## src/rtl/cycle_timer.sv

```systemverilog
// rtl/cycle_timer.sv - programmable period timer with one-shot/continuous modes
// Ticks every per_q cycles while running; cfg_err flags zero-period offers.
module cycle_timer #(
  parameter int WIDTH = 16
) (
  input  logic             clk,
  input  logic             rst_n,
  input  logic [WIDTH-1:0] cycles_num,
  input  logic             cycles_num_rdy,
  input  logic             start,
  input  logic             abort,
  input  logic             continuous,
  output logic             busy,
  output logic             tick,
  output logic             done,
  output logic [WIDTH-1:0] tick_cnt,
  output logic             cfg_err
);

  typedef enum logic [1:0] {S_IDLE, S_RUN, S_DONE} state_t;

  localparam logic [WIDTH-1:0] ONE = {{(WIDTH-1){1'b0}}, 1'b1};

  state_t           r_state;
  state_t           w_state_nxt;
  logic [WIDTH-1:0] r_per;
  logic [WIDTH-1:0] r_cnt;
  logic [WIDTH-1:0] r_ticks;
  logic             r_err;

  logic w_rdy_ok;
  logic w_rdy_zero;
  logic w_start_ok;
  logic w_start_bad;
  logic w_expire;

  assign w_rdy_ok    = cycles_num_rdy && (cycles_num != '0);
  assign w_rdy_zero  = cycles_num_rdy && (cycles_num == '0);
  assign w_start_ok  = (r_state == S_IDLE) && start && !abort && (r_per != '0);
  assign w_start_bad = (r_state == S_IDLE) && start && !abort && (r_per == '0);
  // Abort on the expiry cycle swallows the tick, so expiry is gated by it.
  assign w_expire    = (r_state == S_RUN) && (r_cnt == '0) && !abort;

  always_ff @(posedge clk or negedge rst_n) begin
    if (!rst_n) begin
      r_state <= S_IDLE;
    end else begin
      r_state <= w_state_nxt;
    end
  end

  always_comb begin
    w_state_nxt = r_state;
    busy        = 1'b0;
    tick        = 1'b0;
    done        = 1'b0;
    case (r_state)
      S_IDLE: begin
        if (w_start_ok) w_state_nxt = S_RUN;
      end
      S_RUN: begin
        busy = 1'b1;
        tick = w_expire;
        if (abort) begin
          w_state_nxt = S_IDLE;
        end else if (w_expire && !continuous) begin
          w_state_nxt = S_DONE;
        end
      end
      S_DONE: begin
        done        = 1'b1;
        w_state_nxt = S_IDLE;
      end
      default: w_state_nxt = S_IDLE;
    endcase
  end

  always_ff @(posedge clk or negedge rst_n) begin
    if (!rst_n) begin
      r_per   <= '0;
      r_cnt   <= '0;
      r_ticks <= '0;
      r_err   <= 1'b0;
    end else begin
      if (w_rdy_ok) r_per <= cycles_num;

      if (w_rdy_zero || w_start_bad) begin
        r_err <= 1'b1;
      end else if (w_start_ok) begin
        r_err <= 1'b0;
      end

      // Reload reads r_per before any same-edge rdy update lands.
      if (w_start_ok) begin
        r_cnt <= r_per - ONE;
      end else if ((r_state == S_RUN) && !abort) begin
        if (r_cnt == '0) begin
          r_cnt <= r_per - ONE;
        end else begin
          r_cnt <= r_cnt - ONE;
        end
      end

      if (w_start_ok) begin
        r_ticks <= '0;
      end else if (w_expire && (r_ticks != '1)) begin
        r_ticks <= r_ticks + ONE;
      end
    end
  end

  assign tick_cnt = r_ticks;
  assign cfg_err  = r_err;

endmodule

```

## config.mk

```make
export PLATFORM = sky130hd
export DESIGN_NAME = cycle_timer
export DESIGN_NICKNAME = d
export VERILOG_FILES = /design/src/rtl/cycle_timer.sv
export SDC_FILE = /design/constraint.sdc
export NUM_CORES = 1
export LEC_CHECK = 0
export BUFFER_PORTS_ARGS = -buffer_cell sky130_fd_sc_hd__clkbuf_2
export CORE_MARGIN = 2
export CORE_UTILIZATION = 60
export CTS_CLUSTER_DIAMETER = 200
export CTS_CLUSTER_SIZE = 12
export DETAILED_ROUTE_END_ITERATION = 12
export PLACE_DENSITY = 0.82
export SLEW_MARGIN = 25
export SYNTH_ARGS = -nofsm -noshare
export SYNTH_HDL_FRONTEND = slang
export SYNTH_SLANG_ARGS = --single-unit
```

## constraint.sdc

```tcl
create_clock -name clk -period 5.3 [get_ports clk]
set_clock_uncertainty 0.15 [all_clocks]
set_input_delay 1.59 -clock clk [delete_from_list [all_inputs] [get_ports clk]]
set_output_delay 1.59 -clock clk [all_outputs]
set_load 0.02 [all_outputs]
```

==> results.tsv, run 1 <==
stage	metric	value	unit
cells_and_area	mostFrequentLayoutCells	51 x dfrtp_1, 41 x clkbuf_2, 27 x nand2_1, 26 x nor2_1, 24 x a21oi_1	
power_and_ir_drop	power_density	266	mW/mm²
timing	hold_viol	0	
cells_and_area	final_area	0.00336	mm²
floorplan	die-area	0.00568	mm²
timing	max_clock_freq	221	MHz
critical_path	worst_ep_arrival_time	2.79	ns
floorplan	start_util	0.634	
global_route	antenna_found_initial	0	
clock_network	cts_buffers	5	
route	wl_per_cell	16.7	µm
place	portBuffers	41	
route	drtIter0Drc	298	
flow_run	cap_violations	0	
clock_network	hold_buffers	0	
outcome	outcome	finished clean	
global_route	met3_usage	0.0569	
floorplan	fp.dieH	75.3	µm
place	dpl-instance-area	0.00328	mm²
min_path	whs_path_depth	1	
critical_path	reg2reg_depth	7	
floorplan	fp.dieW	75.3	µm
clock_network	cts.sinks	51	
min_path	hold_end	r_cnt[11]$_DFFE_PN0P_	
timing	period_minus_slack	4.53	ns
global_route	grt.overflow.total	0	
global_route	grtUsageTotal	0.272	
place	hpwlAfterDp	5.23	mm
min_path	hp-start	r_cnt[11]$_DFFE_PN0P_	
cells_and_area	drive_above_1_share	0.147	
timing	final.period_utilization	0.855	
critical_path	timing.rr.end	tick_cnt[13]$_DFFE_PN0P_	
power_and_ir_drop	irDropWorstVdd	0.000214	V
route	num_vias	2824	
cells_and_area	area_delta_synth_final	10.1	%
timing	max_slew_margin	0.346	
critical_path	worstPathRequired	3.56	ns
floorplan	rows	25	
cells_and_area	layout_commonest_cell	dfrtp_1	
floorplan	ios	42	
global_route	use_met1	0.381	
critical_path	cpMostUsedCell	clkbuf_2	
critical_path	worstSetupStartpointType	primary input	
cells_and_area	n_antenna_cell	0	
logic_synthesis	ys_seq_area_frac	0.418	
logic_synthesis	yosys_most_used_dff	dfrtp_1	
route	drc	0	
route	first_pass_iters	5	
global_route	grt_busiest_layer	met2	
critical_path	worstPathCellList	clkbuf_2, or3b_2, nor3_1, clkbuf_2	
clock_network	cts_tree	yes	
global_route	grt_pass1_wl	11.9	mm
timing	finalSetupViolCount	0	
route	ant_nets	0	
floorplan	core	0.00482	mm²
cells_and_area	nNetsFinal	392	
logic_synthesis	yosys_register_bits	51	
critical_path	crit_path_max_incr_delay	0.70	ns
cells_and_area	multi_input_area	0.00167	mm²
critical_path	crit_path_max_fanout	24	
critical_path	critical_path_class	in2out	
clock_network	ctsResizeCount	0	
clock_network	insertion_delay	0.30	ns
global_route	grt_util_met2	0.435	
timing	drv_slew	0	
clock_network	clk_pin_slew_worst_paths	0.09	ns
critical_path	cpMaxStageDelayCell	or3b_2	
clock_network	clock_path_buffers	2	
critical_path	worst_setup_path_end_kind	output port	
place	gp_congestion	0.912	
clock_network	postCtsSetupBuffers	0	
cells_and_area	nFillCells	399	
logic_synthesis	syn_area	0.00305	mm²
timing	hold_slack	0.369	ns
critical_path	timing.rr.start	r_cnt[0]$_DFFE_PN0P_	
power_and_ir_drop	leakage	1.33	nW
clock_network	htreeDepth	2	
logic_synthesis	synth_cells	333	
timing	tns	0	ns
clock_network	cts-root-buf	clkbuf_8	
logic_synthesis	async_flop_share	1.00	
min_path	min_path_type	reg2reg	
global_route	grt_max_degree	52	
timing	rsz0062_at_grt	no	
logic_synthesis	synth.distinct_cells	50	
route	wl	7.24	mm
logic_synthesis	synth_nets	359	
timing	worstMarginPinSlew	0.973	ns
power_and_ir_drop	total_power	0.896	mW
logic_synthesis	synth-edff-count	0	
logic_synthesis	avgSynthCellArea	9.17	µm²
critical_path	reg2reg_slack	1.87	ns
cells_and_area	seq_area	0.00128	mm²
global_route	grt_pass1_vias	2554	
logic_synthesis	synth_warnings	0	
route	vias_per_cell	6.51	
-- registers in the layout, indices dropped and copies added (netlist names) --
signal    cells
tick_cnt     16
cfg_err       1
r_cnt        16
r_per        16
r_state       2
-- power by group --
group / switching (mW) / leakage [nW] / total [mW] / internal, mW
Combinational: 0.102 / 0.654 / 0.177 / 0.0753
Sequential: 0.0646 / 0.633 / 0.500 / 0.435
Clock: 0.126 / 0.0422 / 0.219 / 0.0931
Total: 0.292 / 1.33 / 0.896 / 0.604
-- cell type report --
class	count	area share
tap	67	0.0249
sequential	51	0.379
timing repair buffer	44	0.0677
inverter	7	0.00781
clock inverter	1	0.00149
multi-input combinational	257	0.496
clock buffer	7	0.0227
-- per-stage QoR --
stage,cells,worst slack (ns),util
6_report,434,0.766,0.698
5_1_grt,434,0.662,0.698
4_1_cts,434,0.774,0.698
3_5_place_dp,426,0.771,0.681
3_3_place_gp,426,0.757,0.681
2_1_floorplan,333,0.710,-
-- worst max-delay path, delay by kind of cell --
family	cells	cell delay, ns
and+or+nand+nor	2	0.91
buffers and inverters	2	0.30
-- worst max path at each step --
stage	cells past startpoint	from	to	slack (ns)
6_report	4	abort	tick	0.77
5_1_grt	4	abort	tick	0.66
2_1_floorplan	4	abort	tick	0.71
4_1_cts	4	abort	tick	0.77
3_5_place_dp	4	abort	tick	0.77
3_3_place_gp	4	abort	tick	0.76
-- cell usage after synthesis, types with 5 or more instances --
| cell | number | share of area |
|---|---|---|
| o21ai_1 | 12 | 0.020 |
| nand3_1 | 14 | 0.023 |
| xnor2_1 | 10 | 0.029 |
| mux2_1 | 14 | 0.052 |
| inv_1 | 7 | 0.0086 |
| o211ai_1 | 7 | 0.017 |
| a311oi_1 | 5 | 0.014 |
| o31ai_1 | 9 | 0.022 |
| nor2_1 | 26 | 0.032 |
| nand4_1 | 9 | 0.018 |
| a21oi_1 | 24 | 0.039 |
| dfrtp_1 | 51 | 0.42 |
| or4_1 | 11 | 0.027 |
| nand2_1 | 27 | 0.033 |
| nor3_1 | 13 | 0.021 |
| nor4_1 | 14 | 0.029 |
| nor3b_1 | 5 | 0.012 |
| clkbuf_1 | 14 | 0.017 |
-- cells by family after synthesis --
| logic type | share of synthesized area |
|---|---|
| compound gates | 0.162 |
| xor+xnor | 0.0373 |
| fa+ha+maj | 0.0164 |
| buf+inv | 0.0360 |
| flops | 0.418 |
| mux | 0.0582 |
| simple gates | 0.272 |
-- layer usage --
metal | wire length, µm | vias to the layer above
li1 | - | 1337
met1 | 3210 | 1354
met2 | 3440 | 117
met3 | 506 | 16
met4 | 77 | 0
met5 | 0 | -
No activity file was read; power rests on OpenSTA's default activity.
==> inputs of run 2 (changes only) <==
--- a/config.mk
+++ b/config.mk
@@ -7,11 +7,11 @@
 export LEC_CHECK = 0
 export BUFFER_PORTS_ARGS = -buffer_cell sky130_fd_sc_hd__clkbuf_2
 export CORE_MARGIN = 2
-export CORE_UTILIZATION = 60
+export CORE_UTILIZATION = 58
 export CTS_CLUSTER_DIAMETER = 200
 export CTS_CLUSTER_SIZE = 12
 export DETAILED_ROUTE_END_ITERATION = 12
-export PLACE_DENSITY = 0.82
+export PLACE_DENSITY = 0.79
 export SLEW_MARGIN = 25
 export SYNTH_ARGS = -nofsm -noshare
 export SYNTH_HDL_FRONTEND = slang
==> constraint.sdc (replaced) <==
create_clock -name clk -period 4.6 [get_ports clk]
set_clock_uncertainty 0.15 [all_clocks]
set_input_delay 1.38 -clock clk [delete_from_list [all_inputs] [get_ports clk]]
set_output_delay 1.38 -clock clk [all_outputs]
set_load 0.02 [all_outputs]
==> results.tsv, run 2 (synthesized netlist as in run 1, its figures left out) <==
stage	metric	value	unit
global_route	grtUsageTotal	0.253	
route	num_vias	2707	
floorplan	ios	42	
route	wl_per_cell	16.1	µm
clock_network	cts.sinks	51	
global_route	grt_pass1_vias	2620	
route	drc	0	
clock_network	cts_buffers	5	
route	ant_nets	0	
clock_network	cts-root-buf	clkbuf_8	
power_and_ir_drop	power_frac_clock	0.262	
clock_network	postCtsSetupBuffers	0	
global_route	grt_pass1_wl	12.1	mm
clock_network	ctsResizeCount	0	
floorplan	die-area	0.00586	mm²
power_and_ir_drop	power_density	311	mW/mm²
critical_path	worstPathRequired	3.07	ns
route	drtIter0Drc	223	
critical_path	cpLargestDelayFamily	simple AND/OR/NAND/NOR gates	
power_and_ir_drop	switching_share	0.327	
timing	tns	0	ns
power_and_ir_drop	internal_power	0.713	mW
route	vias_per_cell	6.17	
route	wl	7.07	mm
power_and_ir_drop	seqPwrFrac	0.547	
critical_path	crit_path_max_incr_delay	0.54	ns
timing	hold_viol	0	
clock_network	hold_buffers	0	
critical_path	critical_path_class	reg2out	
power_and_ir_drop	power_frac_comb	0.191	
clock_network	cts_tree	yes	
cells_and_area	mostFrequentLayoutCells	51 x dfrtp_1, 41 x clkbuf_2, 27 x nand2_1, 26 x nor2_1, 24 x a21oi_1	
timing	period_minus_slack	3.99	ns
clock_network	clock_path_buffers	2	
route	first_pass_iters	5	
clock_network	insertion_delay	0.31	ns
critical_path	crit_path_max_fanout	6	
timing	final.period_utilization	0.867	
power_and_ir_drop	power_switching	0.346	mW
critical_path	worstPathCellList	inv_1, ha_1, or4b_1, or4b_4, nor3_1, clkbuf_2	
clock_network	htreeDepth	2	
timing	worst_slack	0.612	ns
power_and_ir_drop	leakage	1.34	nW
critical_path	worst_ep_arrival_time	2.46	ns
critical_path	worst_setup_path_end_kind	output port	
timing	drv_slew	0	
global_route	grt.overflow.total	0	
timing	finalSetupViolCount	0	
cells_and_area	n_antenna_cell	0	
place	portBuffers	41	
clock_network	clk_pin_slew_worst_paths	0.10	ns
flow_run	cap_violations	0	
cells_and_area	nNetsFinal	394	
min_path	min_path_type	reg2reg	
cells_and_area	area_delta_synth_final	11.5	%
floorplan	fp.dieH	76.6	µm
critical_path	reg2reg_slack	1.30	ns
timing	worstMarginPinSlew	0.766	ns
place	place_ws	0.736	ns
place	gp_congestion	0.845	
timing	rsz0062_at_grt	no	
floorplan	start_util	0.598	
outcome	outcome	finished clean	
cells_and_area	layout_commonest_cell	dfrtp_1	
critical_path	worstSetupStartpointType	flip-flop	
place	hpwlAfterDp	5.25	mm
critical_path	worst-path-buf-inv	2	
power_and_ir_drop	irDropWorstVdd	0.000188	V
critical_path	cpMaxStageDelayCell	or4b_1	
timing	max_slew_margin	0.485	
floorplan	rows	26	
timing	max_clock_freq	251	MHz
global_route	antenna_found_initial	0	
floorplan	core	0.00511	mm²
floorplan	fp.dieW	76.6	µm
global_route	grt_max_degree	27	
cells_and_area	drive_above_1_share	0.160	
## run 2: per-stage QoR
step / instance area, µm² / hold slack, ns / util / cells / total power, mW
5_1_grt: 3410 / 0.393 / 0.667 / 439 / 1.11
3_3_place_gp: 3300 / 0.338 / 0.646 / 431 / 0.776
4_1_cts: 3400 / 0.360 / 0.666 / 439 / 1.06
6_report: 3410 / 0.360 / 0.667 / 439 / 1.06
3_5_place_dp: 3300 / 0.346 / 0.646 / 431 / 0.785
2_1_floorplan: 3050 / 0.305 / - / 333 / 0.717
## run 2: final cells by class
class | count | area [µm²]
fillers | 450 | 1700
multi-input cells | 257 | 1670
flip-flops and latches | 51 | 1280
repair buffers | 46 | 243
well taps | 70 | 87.6
clock buffers | 6 | 82.6
inverters | 7 | 26.3
clock inverters | 2 | 16.3
## run 2: final timing paths
| kind | end | cells past startpoint | startpoint |
|---|---|---|---|
| max | tick | 6 | r_cnt[0]$_DFFE_PN0P_ |
| max reg2reg | tick_cnt[7]$_DFFE_PN0P_ | 7 | r_cnt[0]$_DFFE_PN0P_ |
| max in group asynchronous | r_cnt[9]$_DFFE_PN0P_ | 2 | rst_n |
| min | r_cnt[11]$_DFFE_PN0P_ | 1 | r_cnt[11]$_DFFE_PN0P_ |
| min reg2reg | r_cnt[11]$_DFFE_PN0P_ | 1 | r_cnt[11]$_DFFE_PN0P_ |
| min in group asynchronous | r_cnt[2]$_DFFE_PN0P_ | 1 | rst_n |
## run 2: metal layers
metal	GRT usage	share of wire
met1	0.333	0.44
met2	0.433	0.50
met5	0	0
met3	0.0296	0.046
met4	0.0927	0.012
## run 2: power groups by stage
stage	Clock, mW	Combinational (mW)	Sequential [mW]
6_report	0.278	0.202	0.579
3_5_place_dp	0	0.202	0.583
5_1_grt	0.301	0.228	0.586
4_1_cts	0.284	0.203	0.574
2_1_floorplan	0	0.155	0.562
3_3_place_gp	0	0.197	0.579
